--- config.mk ---
export PLATFORM = sky130hd
export DESIGN_NAME = wb_spram_ctrl
export DESIGN_NICKNAME = d
export VERILOG_FILES = /design/src/rtl/wb_spram_ctrl.sv
export SDC_FILE = /design/constraint.sdc
export NUM_CORES = 1
export LEC_CHECK = 0
export CELL_PAD_IN_SITES_DETAIL_PLACEMENT = 1
export CELL_PAD_IN_SITES_GLOBAL_PLACEMENT = 1
export CORE_ASPECT_RATIO = 2
export CORE_MARGIN = 4
export CORE_UTILIZATION = 21
export DETAILED_ROUTE_END_ITERATION = 8
export PLACE_DENSITY = 0.9
export SLEW_MARGIN = 15
export SYNTH_ARGS = -nofsm -noshare
export SYNTH_HDL_FRONTEND = slang
export SYNTH_SLANG_ARGS = --single-unit
--- constraint.sdc ---
create_clock -name clk -period 3.02 [get_ports clk]
set_clock_uncertainty 0.2 [all_clocks]
set_input_delay 0.604 -clock clk [delete_from_list [all_inputs] [get_ports clk]]
set_output_delay 0.604 -clock clk [all_outputs]
set_load 0.05 [all_outputs]
--- src/rtl/wb_spram_ctrl.sv ---
`default_nettype none
// ---------------------------------------------------------------------------
// wb_spram_ctrl : Wishbone B4 pipelined slave driving a single-port RAM,
//                 fixed 2-cycle latency, one request per cycle.
// Revision      : 1.0
// ---------------------------------------------------------------------------
module wb_spram_ctrl #(
  parameter int          MEMSIZE   = 16384,
  parameter logic [31:0] BASE_ADDR = 32'h0000_0000,
  localparam int         AWIDTH    = $clog2(MEMSIZE)
) (
  input  logic              clk,
  input  logic              rst,
  input  logic              wb_cyc,
  input  logic              wb_stb,
  input  logic              wb_we,
  input  logic [31:0]       wb_adr,
  input  logic [3:0]        wb_sel,
  input  logic [31:0]       wb_dat_i,
  output logic [31:0]       wb_dat_o,
  output logic              wb_ack,
  output logic              wb_err,
  output logic              wb_stall,
  output logic              ram_rden,
  output logic              ram_wren,
  output logic [AWIDTH-1:0] ram_address,
  output logic [3:0]        ram_byteena,
  output logic [31:0]       ram_data,
  input  logic [31:0]       ram_q
);

  // One past the last legal byte address; 33 bits so the window cannot wrap.
  localparam logic [32:0] c_LIMIT = {1'b0, BASE_ADDR} + (33'(MEMSIZE) << 2);

  logic              r_s1_vld;
  logic              r_s1_we;
  logic              r_s1_ill;
  logic [3:0]        r_s1_sel;
  logic [31:0]       r_s1_dat;
  logic [AWIDTH-1:0] r_s1_addr;
  logic              r_s2_vld;
  logic              r_s2_we;
  logic              r_s2_ill;

  logic w_accept;
  logic w_illegal;
  logic w_s1_go;

  assign w_accept  = wb_cyc & wb_stb & ~rst;
  assign w_illegal = (wb_adr[1:0] != 2'b00)
                   | ({1'b0, wb_adr} < {1'b0, BASE_ADDR})
                   | ({1'b0, wb_adr} >= c_LIMIT);

  // A dropped cycle or a reset in flight suppresses the RAM access immediately.
  assign w_s1_go     = r_s1_vld & wb_cyc & ~rst & ~r_s1_ill;
  assign ram_rden    = w_s1_go & ~r_s1_we;
  assign ram_wren    = w_s1_go & r_s1_we & (|r_s1_sel);
  assign ram_address = r_s1_addr;
  assign ram_byteena = r_s1_sel;
  assign ram_data    = r_s1_dat;

  assign wb_stall = rst;
  assign wb_ack   = r_s2_vld & ~rst & ~r_s2_ill;
  assign wb_err   = r_s2_vld & ~rst & r_s2_ill;
  assign wb_dat_o = (wb_ack & ~r_s2_we) ? ram_q : 32'h0;

  always_ff @(posedge clk) begin
    if (rst || !wb_cyc) begin
      r_s1_vld <= 1'b0;
      r_s2_vld <= 1'b0;
    end else begin
      r_s1_vld <= wb_stb;
      r_s2_vld <= r_s1_vld;
    end
    // Request fields load only on acceptance so ram_address holds when idle.
    if (w_accept) begin
      r_s1_we   <= wb_we;
      r_s1_ill  <= w_illegal;
      r_s1_sel  <= wb_sel;
      r_s1_dat  <= wb_dat_i;
      r_s1_addr <= AWIDTH'((wb_adr - BASE_ADDR) >> 2);
    end
    r_s2_we  <= r_s1_we;
    r_s2_ill <= r_s1_ill;
  end

endmodule
`default_nettype wire

=== After elaboration in Yosys (flattened, before gate mapping) ===
Index checks and enable logic that the tools add are counted.
Widths: inputs -> output; s select.

* Add/subtract/negate cells: 0
* $mul: 0
* Div/mod/pow operators: 0
* Magnitude comparators: 1
* Equality and inequality tests: 0
* Shift operators: 0
* Multiplexer cells: 1
* Bitwise logic cells: 18
* Reduce and logical (&&, ||, !) cells: 4

{| class="wikitable"
|+ Operators by type and width
! operator !! count
|-
| $ge 32x17->1 const B || 1
|-
| $mux 32 || 1
|-
| $and 1x1->1 || 12
|-
| $not 1->1 || 5
|-
| $reduce_or 4->1 || 1
|-
| $reduce_bool 2->1 || 1
|-
| $logic_not 1->1 || 1
|-
| $logic_or 1x1->1 || 1
|-
| $or 1x1->1 || 1
|}

* Flip-flop bits (word level): 56
* Bits in latches: 0
* Memory bits (writable): 0
* ROM bits: 0
* Input port bits: 105
* Output and inout port bits: 87
* Logic and storage cells: 33
* Memories: 0

=== Logic depth before layout (Yosys ltp) ===
* Word-level depth: 5
* Depth in mapped cells: 4
* Depth with buffers taken out: 3

=== Worst setup path before layout ===
Ideal clock, no wire load.

* Path kind: input -> output
* Start: in rst
* End: out wb_dat_o[0]
* Arrival: 2.765 ns
* Required time: 2.216 ns
* Slack: -0.549 ns
* Cell stages on the path: 4
* Buffers on the path: 1
* Cells stage by stage: nor3b_1 -> and2b_1 -> clkbuf_1 -> and2_1

* Cells in the longest elaborated chain, start to end: 5

{| class="wikitable"
|+ Ends and longest elaborated chain
! item !! line !! RTL
|-
| start, declared || 13 || <nowiki>input logic rst,</nowiki>
|-
| $not 1->1 || 63 || <nowiki>assign wb_ack = r_s2_vld & ~rst & ~r_s2_ill;</nowiki>
|-
| $and 1x1->1 (2 in series) || 63 ||
|-
| $and 1x1->1 || 65 || <nowiki>assign wb_dat_o = (wb_ack & ~r_s2_we) ? ram_q : 32'h0;</nowiki>
|-
| $mux 32 || 65 ||
|-
| end, declared || 20 || <nowiki>output logic [31:0] wb_dat_o,</nowiki>
|}

No other way between the ends.

=== Final worst setup path ===
* Start: in rst
* End: out wb_dat_o[5]

Same word-level chain as after synthesis.

==> metrics.md <==
| Metric | Value |
|---|---|
| Hold Startpoint | r_s1_ill |
| Crit path buffers/inverters | 3 |
| Routability cong. | 0.703 |
| Post-CTS Hold Buffers | 0 |
| Most used cells in the layout excluding fill and tap cells | clkdlybuf4s50_1, edfxtp_1, buf_12 |
| Final setup viols | 0 |
| Vias in the first global route | 1971 |
| Delay of the slowest cell on the worst path | 480 ps |
| Post-CTS Setup Inserts | 0 |
| Fin nets | 413 |
| GR Overflow Total | 0 |
| Initial Util | 0.217 |
| Outcome | finished clean |
| Reg2Reg Depth | 3 |
| R2R Path End | r_s2_vld |
| Peak VDD IR | 0.381 mV |
| Fin Setup TNS | 0 ps |
| CP delay by family, top | buffers and inverters |
| Total power draw | 1.81 mW |
| CTS Root Cell | clkbuf_16 |
| Crit path kind | in -> out |
| Top cell type's share of synthesized area | 0.791 |
| Area added between synthesis and finish | 132% |
| Post-Route WL | 7470 µm |
| Critical Path RT | 2220 ps |
| I/O Buffers | 191 |
| CP max stage cell | clkdlybuf4s50_1 |
| Rel. slew slack | 0.622 |
| Worst-Margin Slew | 566 ps |
| Most common cell after layout, fill and taps aside | clkdlybuf4s50_1 |
| Post-route antenna net violation count | 0 |
| Core Box Area | 9070 µm² |
| Hold Path Cell Cnt | 0 |
| Cts bufs inserted | 5 |
| Crit path from | rst |
| Max-cap check violation count | 0 |
| Synth Area per Inst | 18.1 µm² |
| First-pass GRT wire length | 11200 µm |
| Initial antenna violation count | 0 |
| Final Hold Viols | 0 |
| Total number of vias | 1742 |
| Residual DRC | 0 |
| Fin. max-slew vios | 0 |
| Leakage | 1.66 nW |
| PD cells | 396 nW/µm² |
| Vias per Instance | 4.24 |
| R2R Path Start | r_s1_vld |
| Largest area contributor in the netlist | edfxtp_1 |
| Worst reg2reg setup slack | 2040 ps |
| Netlist cell types | 16 |
| Fmax | 0.353 GHz |
| Shortest period the worst path allows | 2840 ps |
| Share of cells above drive strength 1 | 0.168 |
| Clock sinks | 56 |
| #FFs+latches synth | 56 |
| Post-synthesis net count | 214 |
| # rows | 49 |
| Die width | 76.5 µm |
| Pin count of the biggest net entering global routing | 53 |
| Hold EP | r_s2_ill |
| Clock transition at path regs | 70 ps |
| Final period util | 0.939 |
| Die footprint | 11100 µm² |
| I/O pin cnt | 192 |
| Grt met3 use | 0.0552 |
| Antenna diodes | 0 |
| Cell count after synthesis | 109 |
| Met1 Usage GRT | 0.116 |
| Post-cts sizing count | 0 |
| H-tree levels | 2 |
| Grt peak-use layer | met2 |
| Cells taking the most area after synthesis | edfxtp_1, and2_1, dfxtp_1 |
| Synthesized area | 1970 µm² |
| Routed WL per cell | 18.2 µm |
| Sequential area share after synthesis | 0.832 |
| Initial drt markers | 34 |
| Crit. End Element | output port |
| Chip height | 145 µm |
| Worst path arrival time | 2030 ps |
| Hold Crit Class | reg -> reg |
| Dpl hpwl | 6460 µm |
| RSZ-0062 raised after global routing | no |
| Clk buf depth | 2 |
| Clk_lat worst skew | 280 ps |
| Startpoint types | input pin |
| Worst Path Max Fanout | 10 |
| Met2 Track Usage GR | 0.260 |
| GRT Total Usage | 0.134 |
| Ys Warns | 0 |
| DRT Pass-1 Iters | 4 |
| CTS tree | yes |
| Worst-path cell chain | clkdlybuf4s50_1 -> nor3b_4 -> and2b_1 -> buf_4 -> and2_1 -> buf_12 |
==> metrics by stage <==
stage          utilization  cell area, µm²  std cells  hold slack, ps  setup WS (ps)
5_1_grt              0.504            4570        411             240            114
6_report             0.504            4570        411             214            184
3_5_place_dp         0.488            4430        403             213            165
4_1_cts              0.504            4570        411             227            163
3_3_place_gp         0.488            4430        403             194            237
2_1_floorplan            -            1980        109             171            200
==> worst register-to-register path: stages (launching register included) <==
cell	delay, ps
dfxtp_1	310
nand2_1	50
or2_2	310
inv_1	60
==> layer usage <==
| metal | vias up | wire, µm |
|---|---|---|
| li1 | 791 | - |
| met3 | 14 | 828 |
| met1 | 787 | 2300 |
| met2 | 150 | 4150 |
| met4 | 0 | 194 |
| met5 | - | 0 |
==> cell families after synthesis <==
logic type / Yosys count / share of synthesized area
DFF: 56 / 0.832
and+or+nand+nor: 47 / 0.152
buffers and inverters: 5 / 0.0114
AOI/OAI and AO/OA: 1 / 0.00444
==> registers in the layout, indices dropped and copies added (netlist names) <==
register / count
r_s2_vld: 1
r_s2_we: 1
r_s1_vld: 1
ram_byteena: 4
ram_data: 32
r_s1_we: 1
r_s2_ill: 1
r_s1_ill: 1
ram_address: 14
==> final cells by class <==
type	count	area, µm²
inverters	1	3.75
multi-input cells	48	322
clock buffers	6	129
clock inverters	2	16.3
fillers	868	4500
flip-flops and latches	56	1640
well taps	102	128
repair buffers	196	2330
==> worst max-delay path by stage <==
stage,end,cells past startpoint
6_report,wb_dat_o[5],6
5_1_grt,wb_dat_o[5],6
4_1_cts,wb_dat_o[5],6
3_5_place_dp,wb_dat_o[5],6
3_3_place_gp,wb_dat_o[0],6
2_1_floorplan,wb_dat_o[0],4
==> Yosys cell counts, drive strengths merged <==
| cell type | instances |
|---|---|
| and3b | 3 |
| inv | 1 |
| buf | 1 |
| or2 | 1 |
| or4 | 2 |
| nor3b | 1 |
| nand3 | 1 |
| nand2 | 1 |
| nor4 | 3 |
| nor3 | 2 |
| and2 | 32 |
| o41ai | 1 |
| and2b | 1 |
| dfxtp | 4 |
| edfxtp | 52 |
| clkbuf | 3 |
==> power breakdown <==
part           switching (mW)  leakage [nW]  internal [mW]
clock network           0.257        0.0671          0.309
logic                   0.169          1.08          0.179
registers              0.0121         0.513          0.886
total                   0.438          1.66           1.37
Note: power is estimated with default switching activity, not from simulation.
